--- config.mk ---
export PLATFORM = sky130hd
export DESIGN_NAME = shift_sequencer
export DESIGN_NICKNAME = d
export VERILOG_FILES = /design/src/rtl/shift_sequencer.sv
export SDC_FILE = /design/constraint.sdc
export NUM_CORES = 1
export LEC_CHECK = 0
export CAP_MARGIN = 0
export CORE_ASPECT_RATIO = 1.2
export CORE_UTILIZATION = 43
export DETAILED_ROUTE_END_ITERATION = 7
export PLACE_DENSITY_LB_ADDON = 0.3
export SLEW_MARGIN = 15
export SYNTH_ARGS = -nofsm -noshare
export SYNTH_HDL_FRONTEND = slang
export SYNTH_SLANG_ARGS = --single-unit
--- constraint.sdc ---
create_clock -name clk -period 1.55 [get_ports clk]
set_clock_uncertainty 0.05 [all_clocks]
set_input_delay 0.31 -clock clk [delete_from_list [all_inputs] [get_ports clk]]
set_output_delay 0.31 -clock clk [all_outputs]
set_load 0.02 [all_outputs]
--- src/rtl/shift_sequencer.sv ---
// Multi-cycle shifter/rotator: moves the operand at most MAX_SHIFT_MAG bits per clock.
// Optional rotate support is built when SHIFT_SEQ_ROTATE_EN is defined; otherwise all shifts are logical.
module shift_sequencer #(
   parameter int LEN           = 8,
   parameter int MAX_SHIFT_MAG = 2,
   localparam int AMT_W        = $clog2(LEN)
) (
   input  logic             clk,
   input  logic             rst_n,
   input  logic             in_valid,
   output logic             in_ready,
   input  logic [0:LEN-1]   in_data,
   input  logic [AMT_W-1:0] in_amt,
   input  logic             in_dir,
   input  logic             in_rot,
   output logic             out_valid,
   input  logic             out_ready,
   output logic [0:LEN-1]   out_data,
   output logic             busy
);

   localparam logic [1:0] S_IDLE  = 2'd0;
   localparam logic [1:0] S_SHIFT = 2'd1;
   localparam logic [1:0] S_DONE  = 2'd2;

   localparam logic [AMT_W-1:0] MAX_AMT = AMT_W'(MAX_SHIFT_MAG);
   localparam logic [AMT_W:0]   LEN_W   = (AMT_W+1)'(LEN);

   logic [1:0]       state_q, state_d;
   logic [0:LEN-1]   data_q, data_d;
   logic [AMT_W-1:0] rem_q, rem_d;
   logic             dir_q, dir_d;
`ifdef SHIFT_SEQ_ROTATE_EN
   logic             rot_q, rot_d;
   logic [AMT_W:0]   back;
   logic [0:LEN-1]   wrapped;
`else
   logic             unused_rot;
`endif
   logic             accept;
   logic [AMT_W-1:0] step;
   logic [0:LEN-1]   shifted;

   assign in_ready  = (state_q == S_IDLE) | ((state_q == S_DONE) & out_ready);
   assign out_valid = (state_q == S_DONE);
   assign busy      = (state_q == S_SHIFT);
   assign out_data  = data_q;
   assign accept    = in_valid & in_ready;

`ifndef SHIFT_SEQ_ROTATE_EN
   assign unused_rot = in_rot;
`endif

   // Bit 0 is the MSB, so '<<' moves data toward bit 0 (left).
   always_comb begin
      step    = (rem_q > MAX_AMT) ? MAX_AMT : rem_q;
      shifted = dir_q ? (data_q >> step) : (data_q << step);
`ifdef SHIFT_SEQ_ROTATE_EN
      back    = LEN_W - {1'b0, step};
      wrapped = dir_q ? (data_q << back) : (data_q >> back);
      if (rot_q) begin
         shifted = shifted | wrapped;
      end
`endif
   end

   always_comb begin
      state_d = state_q;
      data_d  = data_q;
      rem_d   = rem_q;
      dir_d   = dir_q;
`ifdef SHIFT_SEQ_ROTATE_EN
      rot_d   = rot_q;
`endif
      case (state_q)
         S_IDLE: begin
            state_d = S_IDLE;
         end
         S_SHIFT: begin
            data_d = shifted;
            rem_d  = rem_q - step;
            if (rem_q <= MAX_AMT) begin
               state_d = S_DONE;
            end
         end
         S_DONE: begin
            if (out_ready) begin
               state_d = S_IDLE;
            end
         end
         default: begin
            state_d = S_IDLE;
         end
      endcase
      // Acceptance from DONE overrides the return to IDLE, giving back-to-back operation.
      if (accept) begin
         data_d  = in_data;
         rem_d   = in_amt;
         dir_d   = in_dir;
`ifdef SHIFT_SEQ_ROTATE_EN
         rot_d   = in_rot;
`endif
         state_d = (in_amt == '0) ? S_DONE : S_SHIFT;
      end
   end

   always_ff @(posedge clk or negedge rst_n) begin
      if (!rst_n) begin
         state_q <= S_IDLE;
         data_q  <= '0;
         rem_q   <= '0;
         dir_q   <= 1'b0;
`ifdef SHIFT_SEQ_ROTATE_EN
         rot_q   <= 1'b0;
`endif
      end else begin
         state_q <= state_d;
         data_q  <= data_d;
         rem_q   <= rem_d;
         dir_q   <= dir_d;
`ifdef SHIFT_SEQ_ROTATE_EN
         rot_q   <= rot_d;
`endif
      end
   end

endmodule

==> key figures, run 1 <==
Outcome
  – Status: finished, violations left
  – Failing checks: setup timing

Pwr
  – Total power: 4.43 mW
  – Cell-internal power: 2.43 mW
  – Switching power: 1.99 mW
  – Sequential Power Share: 18.8%
  – Combinational Power Share: 74.8%
  – Max IR drop VDD: 0.00166 V
  – Sw frac: 45.0%
  – Clk pwr share: 6.4%
  – Power Density: 2350 nW/um^2
  – Leakage: 0.821 nW

Synthesis
  – Post-Synthesis Cells: 122
  – Post-synthesis sequential area ratio: 33.1%
  – Netlist Area Pre-Place: 1060 um^2
  – Synthesis Warnings: 0
  – Syn avg cell area: 8.69 um^2
  – Seq cells post-synth: 14
  – Cell variety after synth: 41
  – Main synth FF type: dfrtp_1
  – Syn_nets: 140
  – Number of enable flip-flop cells after synthesis: 0
  – FFs w/ async S/R, synth: 100%

Drt
  – Post-route ant nets: 0
  – DRC: 0
  – First-pass detailed-route iteration total: 5
  – Average wire per standard cell: 18.7 um
  – Final wirelength: 4.16 mm
  – Starting DRT DRC Count: 76
  – Vias: 1375
  – Via/cell ratio: 6.17

Floorplan
  – Core Rows: 19
  – Top Ports: 28
  – Die area: 2670 um^2
  – Die Span Y: 56.4 um
  – Die W: 47.3 um
  – Initial Utilization: 46.0%
  – Core Region: 2310 um^2

Global route
  – Vias in the first global route: 1383
  – Gr ovfl total: 0
  – First-pass GRT wire length: 6.27 mm
  – Total global routing track utilization: 33.0%
  – Largest net degree at the start of global routing: 15
  – Number of antenna violations at the first check in global routing: 0

Timing
  – Minimum clock period: 1.77 ns
  – Pins Over Slew Limit: 0
  – Fin. Hold Viols: 0
  – Final period utilization: 114%
  – Endpoints failing setup: 9
  – Unrepaired setup endpoints after global routing: true
  – Post-route setup slack: -0.222 ns
  – Setup TNS: -0.736 ns
  – Hold slack: 0.267 ns
  – FMAX: 564 MHz

Clocking
  – CTS H-tree lvls: 1
  – CTS max path bufs: 2
  – Clock Latency Late Sink: 0.29 ns
  – Clock sink count: 14
  – CTS root buf: clkbuf_4
  – TritonCTS clock tree: yes
  – Clock buffer count from CTS: 3
  – CTS Hold Buffers Added: 0
  – Clock-pin transition on the worst setup and hold timing paths: 0.10 ns

Placement
  – DP Wirelength: 2.51 mm
  – I/O Buffers: 26
  – Cell total after placement: 209
  – Pre-CTS setup slack: -0.467 ns
  – Post-Place Cell Area: 1600 um^2
  – RePlAce Congestion: 0.882

Job
  – # Max-Cap Violations: 0

Layout
  – Area growth, synth to finish: 77.4%
  – Fin cells: 223
  – Post-route cell area: 1880 um^2
  – Ratio of cells with drive above 1 in the final layout: 49.0%
  – Antenna diodes: 0
  – Core Util, Final: 81.6%
  – Nets: 211

Worst setup path
  – Worst R2R Setup Slack: -0.22 ns
  – Worst Setup Start Kind: flip-flop
  – WP depth: 6
  – Crit-path max FO: 5
  – Critical path's top delay family: compound AO/OA/AOI/OAI gates
  – Critical Path End: out_data[1]
  – Critical path arrival: 1.97 ns
  – Worst EP required: 1.74 ns
  – WS Path Type: flip-flop to flip-flop
  – Slowest cell on the critical path: dfrtp_2
  – Worst Setup SP: rem_q[0]
  – Worst R2R End: out_data[1]
  – CP Capture Type: flip-flop
  – Buffers and inverters on the worst path: 2
  – R2R Path Start: rem_q[0]
  – Crit path cell chain: buf_2, buf_4, nor4bb_2, o21ai_0, a31o_2, o2bb2a_2
  – CP max stage delay: 0.44 ns
  – Reg2Reg Depth: 6

Min path
  – Hold Path Class: input pin to asynchronous set/reset pin
area by class of cell:
class / count / area, um^2
tap: 31 / 38.8
multi-input combinational: 98 / 812
timing repair buffer: 72 / 617
clock buffer: 4 / 36.3
inverter: 4 / 15.0
sequential: 14 / 362
fill: 150 / 425
worst reg2reg max path: stages (launching register included):
cell and delay [ns]:
dfrtp_2 0.44, buf_2 0.19, buf_4 0.13, nor4bb_2 0.27
o21ai_0 0.16, a31o_2 0.25, o2bb2a_2 0.23
cells by family after synthesis:
family                     share of synthesized area, %
AOI/OAI and AO/OA                                  35.7
xor gates and xnor gates                          0.827
adders and majority gates                          1.18
buffers and inverters                              4.84
DFF                                                33.1
muxes                                              4.25
other                                             0.354
and+or+nand+nor                                    19.8
Yosys cell counts, drive strengths merged (2+ instances only):
master    n  area (um^2)
a211o     2         17.5
nand2    12         45.0
buf       6         36.3
a2bb2oi   2         17.5
dfrtp    14          350
o221ai    3         26.3
a21oi     6         30.0
o21ai    13         65.1
nor2b     7         43.8
mux2      2         22.5
o2bb2a    2         20.0
inv       4         15.0
a22oi     2         15.0
a31o      2         17.5
a2111oi   2         36.3
nor2     10         37.5
o21a      3         22.5
nand4     2         12.5
nand2b    4         25.0
a31oi     2         12.5
nor3      3         15.0
nor4bb    2         20.0
sequential cells by signal, summed over array words and instances (netlist names):
register and count:
out_data 8, dir_q 1, rem_q 3, state_q 2
routing by layer:
| layer | vias to the layer above | GRT usage, % | share of wire [%] |
|---|---|---|---|
| li1 | 608 | - | - |
| met1 | 647 | 37.7 | 37 |
| met2 | 90 | 52.4 | 51 |
| met3 | 30 | 6.43 | 7.0 |
| met4 | 0 | 22.4 | 4.9 |
| met5 | - | 0 | 0 |
power by group through the flow:
| stage | logic (mW) | clock network (mW) | registers (mW) |
|---|---|---|---|
| detailed placement | 2.57 | 0 | 0.768 |
| global placement | 2.49 | 0 | 0.753 |
| floorplan | 1.31 | 0 | 0.850 |
| finish | 3.31 | 0.284 | 0.832 |
| CTS | 2.80 | 0.276 | 0.819 |
| global route | 3.50 | 0.297 | 0.850 |
layout by cell type, fill, tap and decap left out, types with 2 or more instances in the layout:
| cell type | synthesis | final |
|---|---|---|
| dfrtp_2 | 0 | 9 |
| dlygate4sd2_1 | 0 | 7 |
| buf_6 | 1 | 8 |
| clkbuf_4 | 0 | 3 |
| o21ai_0 | 13 | 4 |
| buf_4 | 0 | 40 |
| nor3_1 | 3 | 2 |
| dfrtp_1 | 14 | 5 |
| o221ai_2 | 0 | 2 |
| nor2_1 | 10 | 7 |
| a31oi_1 | 2 | 2 |
| nand4_1 | 2 | 2 |
| o21a_1 | 3 | 3 |
| o21ai_2 | 0 | 2 |
| nand2_1 | 12 | 12 |
| nor2b_1 | 7 | 2 |
| a21oi_1 | 6 | 5 |
| clkdlybuf4s50_1 | 0 | 14 |
| nand2b_4 | 0 | 3 |
| a31o_2 | 2 | 2 |
| nor2_2 | 0 | 3 |
| nor2b_4 | 0 | 3 |
| clkdlybuf4s15_1 | 0 | 2 |
| inv_1 | 4 | 4 |
| o21ai_1 | 0 | 6 |
| mux2_4 | 0 | 2 |
| a2bb2oi_2 | 0 | 2 |
| nor2b_2 | 0 | 2 |
| a211o_1 | 2 | 2 |
| a22oi_1 | 2 | 2 |
worst min-delay path by stage:
stage                           start     endpoint  slack (ns)  cells after the start
after CTS                       rst_n   state_q[1]        0.28                      2
after global routing            rst_n   state_q[1]        0.31                      2
final                           rst_n     rem_q[0]        0.27                      2
after floorplan                 rst_n        dir_q       -0.04                      0
after detailed placement  out_data[1]  out_data[1]        0.53                      1
after global placement    out_data[4]  out_data[4]        0.51                      2
what timing repair did:
| action | 4_1_cts | 5_1_grt |
|---|---|---|
| resized for setup | 52 | 31 |
| pin swaps | 4 | 5 |
| endpoints found under the setup margin | 20 | 17 |
| gates cloned | 1 | 0 |
| buffers inserted | 2 | 8 |
(Power assumes the default switching activity.)
==> inputs of run 2 (changes only) <==
--- a/config.mk
+++ b/config.mk
@@ -8,6 +8,7 @@
 export CAP_MARGIN = 0
 export CORE_ASPECT_RATIO = 1.2
 export CORE_UTILIZATION = 43
+export CTS_CLUSTER_DIAMETER = 40
 export DETAILED_ROUTE_END_ITERATION = 7
 export PLACE_DENSITY_LB_ADDON = 0.3
 export SLEW_MARGIN = 15
==> results of run 2 <==
The final DEF is identical to that of run 1; final timing and power are the same.
==> inputs of run 3 (changes only) <==
--- a/config.mk
+++ b/config.mk
@@ -11,7 +11,7 @@
 export CTS_CLUSTER_DIAMETER = 40
 export DETAILED_ROUTE_END_ITERATION = 7
 export PLACE_DENSITY_LB_ADDON = 0.3
-export SLEW_MARGIN = 15
+export SLEW_MARGIN = 10
 export SYNTH_ARGS = -nofsm -noshare
 export SYNTH_HDL_FRONTEND = slang
 export SYNTH_SLANG_ARGS = --single-unit
==> results of run 3 <==
The final DEF is identical to that of run 1; final timing and power are the same.
